**src/rtl/out_pixel_packer_wide_pkg.sv**
```systemverilog
// Shared types and constants for the wide pixel
// read/write paths.
package out_pixel_packer_wide_pkg;

  localparam int BYTES_PER_WORD = 4;
  localparam int WORD_W = BYTES_PER_WORD * 8;

  typedef enum logic {
    ST_EMPTY,
    ST_PARTIAL
  } state_e;

  // Expand a lane mask into a per-bit data mask.
  function automatic logic [WORD_W-1:0] lane_mask(
    input logic [BYTES_PER_WORD-1:0] m
  );
    logic [WORD_W-1:0] r;
    r = '0;
    for (int i = 0; i < BYTES_PER_WORD; i++)
      r[i*8 +: 8] = {8{m[i]}};
    return r;
  endfunction

endpackage

```
**src/rtl/out_pixel_packer_wide.sv**
```systemverilog
// Packs byte pixel writes into 32-bit masked word
// writes, with flush handshake and perf counters.
module out_pixel_packer_wide
  import out_pixel_packer_wide_pkg::*;
#(
  parameter int AW    = 10,
  parameter int CNT_W = 32
) (
  input  logic                      clk,
  input  logic                      rst,
  input  logic [AW+1:0]             in_waddr,
  input  logic [7:0]                in_wdata,
  input  logic                      in_we,
  input  logic                      i_flush,
  output logic                      o_flush_done,
  output logic [AW-1:0]             mem_waddr,
  output logic [WORD_W-1:0]         mem_wdata,
  output logic [BYTES_PER_WORD-1:0] mem_wbe,
  output logic                      mem_we,
  output logic                      o_pending,
  output logic [CNT_W-1:0]          o_byte_count,
  output logic [CNT_W-1:0]          o_word_count
);

  state_e                    state;
  logic [AW-1:0]             buf_addr;
  logic [WORD_W-1:0]         buf_data;
  logic [BYTES_PER_WORD-1:0] buf_mask;
  logic                      flush_pending;

  logic [1:0]                lane;
  logic [AW-1:0]             word;
  logic                      partial;
  logic                      diff;
  logic                      flush_trig;
  logic [AW-1:0]             nb_addr;
  logic [WORD_W-1:0]         nb_data;
  logic [BYTES_PER_WORD-1:0] nb_mask;
  logic                      nb_valid;
  logic                      issue_new;
  logic                      wr;
  logic [AW-1:0]             wr_addr;
  logic [WORD_W-1:0]         wr_data;
  logic [BYTES_PER_WORD-1:0] wr_mask;
  logic                      done;

  function automatic logic [WORD_W-1:0] merge_lane(
    input logic [WORD_W-1:0] d,
    input logic [1:0]        ln,
    input logic [7:0]        b
  );
    logic [WORD_W-1:0] r;
    r = d;
    r[{ln, 3'b000} +: 8] = b;
    return r;
  endfunction

  assign lane       = in_waddr[1:0];
  assign word       = in_waddr[AW+1:2];
  assign partial    = (state == ST_PARTIAL);
  assign o_pending  = partial;
  // a pending flush keeps acting as a flush, so a
  // re-asserted i_flush adds nothing
  assign flush_trig = i_flush | flush_pending;
  assign diff       = in_we & partial &
                      (word != buf_addr);

  // Merge the incoming byte and decide what to write.
  always_comb begin
    nb_addr = buf_addr;
    nb_data = buf_data;
    nb_mask = buf_mask;
    if (in_we) begin
      if (!partial || diff) begin
        nb_addr = word;
        nb_data = merge_lane('0, lane, in_wdata);
        nb_mask = BYTES_PER_WORD'(1) << lane;
      end else begin
        nb_data = merge_lane(buf_data, lane, in_wdata);
        nb_mask = buf_mask |
                  (BYTES_PER_WORD'(1) << lane);
      end
    end
    nb_valid  = partial | in_we;
    done      = flush_trig & ~diff;
    issue_new = nb_valid & ((&nb_mask) | done);
    wr        = diff | issue_new;
    wr_addr   = diff ? buf_addr : nb_addr;
    wr_mask   = diff ? buf_mask : nb_mask;
    wr_data   = (diff ? buf_data : nb_data) &
                lane_mask(wr_mask);
  end

  // Buffer FSM, registered write port and counters.
  always_ff @(posedge clk) begin
    if (rst) begin
      state         <= ST_EMPTY;
      buf_addr      <= '0;
      buf_data      <= '0;
      buf_mask      <= '0;
      flush_pending <= 1'b0;
      mem_we        <= 1'b0;
      mem_wbe       <= '0;
      mem_waddr     <= '0;
      mem_wdata     <= '0;
      o_flush_done  <= 1'b0;
      o_byte_count  <= '0;
      o_word_count  <= '0;
    end else begin
      flush_pending <= flush_trig & diff;
      o_flush_done  <= done;
      mem_we        <= wr;
      mem_wbe       <= wr ? wr_mask : '0;
      if (wr) begin
        mem_waddr <= wr_addr;
        mem_wdata <= wr_data;
      end
      o_byte_count <= o_byte_count +
                      CNT_W'(in_we);
      o_word_count <= o_word_count +
                      CNT_W'(wr);
      if (issue_new || !nb_valid) begin
        state    <= ST_EMPTY;
        buf_mask <= '0;
        buf_data <= '0;
      end else begin
        state    <= ST_PARTIAL;
        buf_addr <= nb_addr;
        buf_data <= nb_data;
        buf_mask <= nb_mask;
      end
    end
  end

endmodule

```
**config.mk**
```make
export PLATFORM = sky130hd
export DESIGN_NAME = out_pixel_packer_wide
export DESIGN_NICKNAME = d
export VERILOG_FILES = /design/src/rtl/out_pixel_packer_wide_pkg.sv /design/src/rtl/out_pixel_packer_wide.sv
export SDC_FILE = /design/constraint.sdc
export NUM_CORES = 1
export LEC_CHECK = 0
export ABC_AREA = 0
export BUFFER_PORTS_ARGS = -buffer_cell sky130_fd_sc_hd__clkbuf_2
export CAP_MARGIN = 5
export CORE_MARGIN = 1.5
export CORE_UTILIZATION = 56
export DETAILED_ROUTE_END_ITERATION = 16
export HOLD_SLACK_MARGIN = 0.03
export MAX_ROUTING_LAYER = met4
export PLACE_DENSITY = 0.8
export SYNTH_ARGS = -nofsm -noshare
export SYNTH_HDL_FRONTEND = slang
export SYNTH_SLANG_ARGS = --single-unit
```
**constraint.sdc**
```tcl
create_clock -name clk -period 4.3 [get_ports clk]
set_clock_uncertainty 0.15 [all_clocks]
set_input_delay 0 -clock clk [delete_from_list [all_inputs] [get_ports clk]]
set_output_delay 0 -clock clk [all_outputs]
set_load 0.1 [all_outputs]
```
==> impl_results.md <==
* CTS tree: done
* First-pass GRT wire length at 30600 um
* Initial Util at 58.1%
* Iter 0 DRT Violations at 612
* CTS Sinks at 160
* CTS buffer count at 17
* Area taken by multi-input logic gates at around 4000 um^2
* Ys async rst share at 0%
* Int Pwr at 2.51 mW
* Measured slew at the worst slew-check pin at 960 ps
* Fillers at 978
* Syn Area/Cell at 8.83 um^2
* Clk_lat worst skew at 420 ps
* Period utilisation layout at 91.8%
* Clock root cell: clkbuf_16
* Max_cap viols at 0
* Core area at 12800 um^2
* Clock Power Share at 42.8%
* Final HPWL DP at approximately 13000 um
* Combinational share of power at between 10% and 20%
* Net Count, Synth at about 900
* Gr usage total at 27.6%
* Total chip power at 3.47 mW
* DRC viols at 0
* Type of origin of the critical path: flop
* Crit path DAT at between 4000 and 5000 ps
* Final min period at between 3000 and 4000 ps
* Final setup fails at 0
* Crit-path max FO at 5
* Die height at 118 um
* Slew Limit Headroom at a little over a third
* Antenna-violating nets left at 0
* # IOs at around 140
* Number of detailed-routing iterations run before antenna repair at 6
* Hold Path Stages at 3
* #FFs+latches synth at 160
* Slew Limit Fails at 0
* Vias at ~6.7k
* Commonest non-fill, non-tap cells in the layout: dfxtp_1, nor2_1, clkbuf_2, nand2_1, a22oi_1
* CP Capture Type: flop
* GRT Residual Overflow at 0
* Lkg Pwr at 3.60 nW
* Pwr Density at 383 nW/um^2
* Vias per cell at approximately 5.7
* Die X at 118 um
* Synth warnings at 0
* Synthesized area at between 7000 and 8000 um^2
* Register area at approximately 3200 um^2
* Worst endpoint required time at 4490 ps
* PortBufs at 136
* Vias in the first global route at 6179
* Antenna Cells at 0
* Wirelength per Cell at 15.9 um
* Nets at 1028
* Seq/Total Area, Yosys at between 40% and 50%
* Global placer's final weighted congestion at 0.900
* Highest clock rate at approximately 250 MHz
* Worst-path clk slew at 60 ps
* Initial antenna violation count at 0
* Clock Path Buffers at 2
* Kind of critical path: flop to flop
* Post-Route WL at 18800 um
* Outcome: finished, final reports clean
* R2R cell count at 16
* Final setup TNS at 0 ps
* EDFF count, synth at 0
* Layout cells sized above 1 at 22.7%
* Hold WC Path Type: primary input to flop
* Die area at about 14000 um^2
* Unique masters post-synth at 58
* Sw frac at 27.7%
* Synth Instances at 841
* Row cnt at 41
* Hold Vio Cnt, Final at 0
* RSZ-0062 raised after global routing: false
* Maximum vdd ir drop at 0.000351 V
* Largest net degree at the start of global routing at 76
* H-Tree Depth at 4
* Most common cell after layout, fill and taps aside: dfxtp_1
* Reg power frac at 44.2%
* Syn-to-layout area delta at 22.2%
* Main synth FF type: dfxtp_1
* Net switching power at just under 1 mW
* Post-CTS Setup Bufs at 0
## cell usage after synthesis, types with 11 or more instances
master | count | share of area (%)
a21oi_1 | 29 | 2.0
a22oi_1 | 43 | 4.3
a31oi_1 | 17 | 1.4
clkbuf_1 | 26 | 1.3
dfxtp_1 | 160 | 43
ha_1 | 12 | 2.0
inv_1 | 29 | 1.5
mux2_4 | 11 | 2.2
mux2i_1 | 15 | 2.0
nand2_1 | 45 | 2.3
nand3_1 | 26 | 1.8
nand4_1 | 16 | 1.3
nor2_1 | 147 | 7.4
nor2b_1 | 23 | 1.9
nor3_1 | 16 | 1.1
o21ai_0 | 20 | 1.3
or3_1 | 13 | 1.1
xnor2_1 | 26 | 3.1
xor2_1 | 30 | 3.5
## power by group through the flow
stage	Clock [mW]	Sequential [mW]	Combinational (mW)
after floorplan	0	1.71	0.181
after global placement	0	1.56	0.424
after detailed placement	0	1.57	0.427
after CTS	1.50	1.53	0.445
after global routing	1.57	1.54	0.472
final	1.49	1.53	0.450
## sequential cells by signal (all words and copies together), names as in the netlist, 4 cells and up
name	cells
buf_addr	10
buf_data	32
buf_mask	4
mem_waddr	10
mem_wbe	4
mem_wdata	32
o_byte_count	32
o_word_count	32
## cell families (layout without fill, tap and decap cells)
kind of cell / Yosys count / in the layout / synth area share [%]
fa+ha+maj: 12 / 12 / 2.02
flops: 160 / 160 / 43.2
compound gates: 170 / 170 / 16.4
buf+inv: 71 / 235 / 4.03
mux: 31 / 31 / 5.01
xor+xnor: 60 / 60 / 7.48
simple gates: 337 / 337 / 21.9
## through the flow
step	hold slack, ps	instance area, um^2	cells	utilization [%]	worst slack (ps)
2_1_floorplan	-2.75	7420	841	-	96.5
3_3_place_gp	148	8270	1125	64.7	468
3_5_place_dp	158	8270	1125	64.7	340
4_1_cts	32.8	9060	1177	70.9	288
5_1_grt	59.5	9070	1177	71.0	42.7
6_report	53.8	9070	1177	71.0	352
## layer usage
| metal | GRT usage [%] | routed length [um] |
|---|---|---|
| met1 | 35.8 | 8370 |
| met2 | 43.2 | 8900 |
| met4 | 9.15 | 296 |
| met3 | 5.52 | 1180 |
| met5 | - | 0 |
## critical path: stages (launching register included)
cell	delay (ps)
dfxtp_1	330
xnor2_1	280
nand4_1	280
o41ai_2	400
a2bb2oi_1	160
o21a_2	250
o21ai_4	180
nand3_4	80
inv_1	70
ha_1	160
ha_1	200
nand2_1	100
nor2_1	160
nand3_1	170
or2_2	390
or3_1	360
a21oi_1	150
## path summary, 6_finish.rpt
path                start               end  slack, ps
min                 in_we       buf_mask[0]         50
max reg2reg   buf_addr[2]  o_word_count[30]        350
min reg2reg  buf_data[26]      buf_data[26]        330
max           buf_addr[2]  o_word_count[30]        350
## repair_timing
action / CTS / global route
endpoints found under the hold margin: 119 / 0
hold buffers: 20 / 0
gates resized for setup: 0 / 1
setup endpoints to repair: 0 / 1
## cell type report
cell class	count	share of cell area [%]
flip-flops and latches	160	35.3
clock inverters	13	1.49
clock buffers	19	5.00
multi-input cells	610	43.4
repair buffers	173	11.2
inverters	30	1.24
well taps	172	2.37
Power figures use the tool's default switching activity.
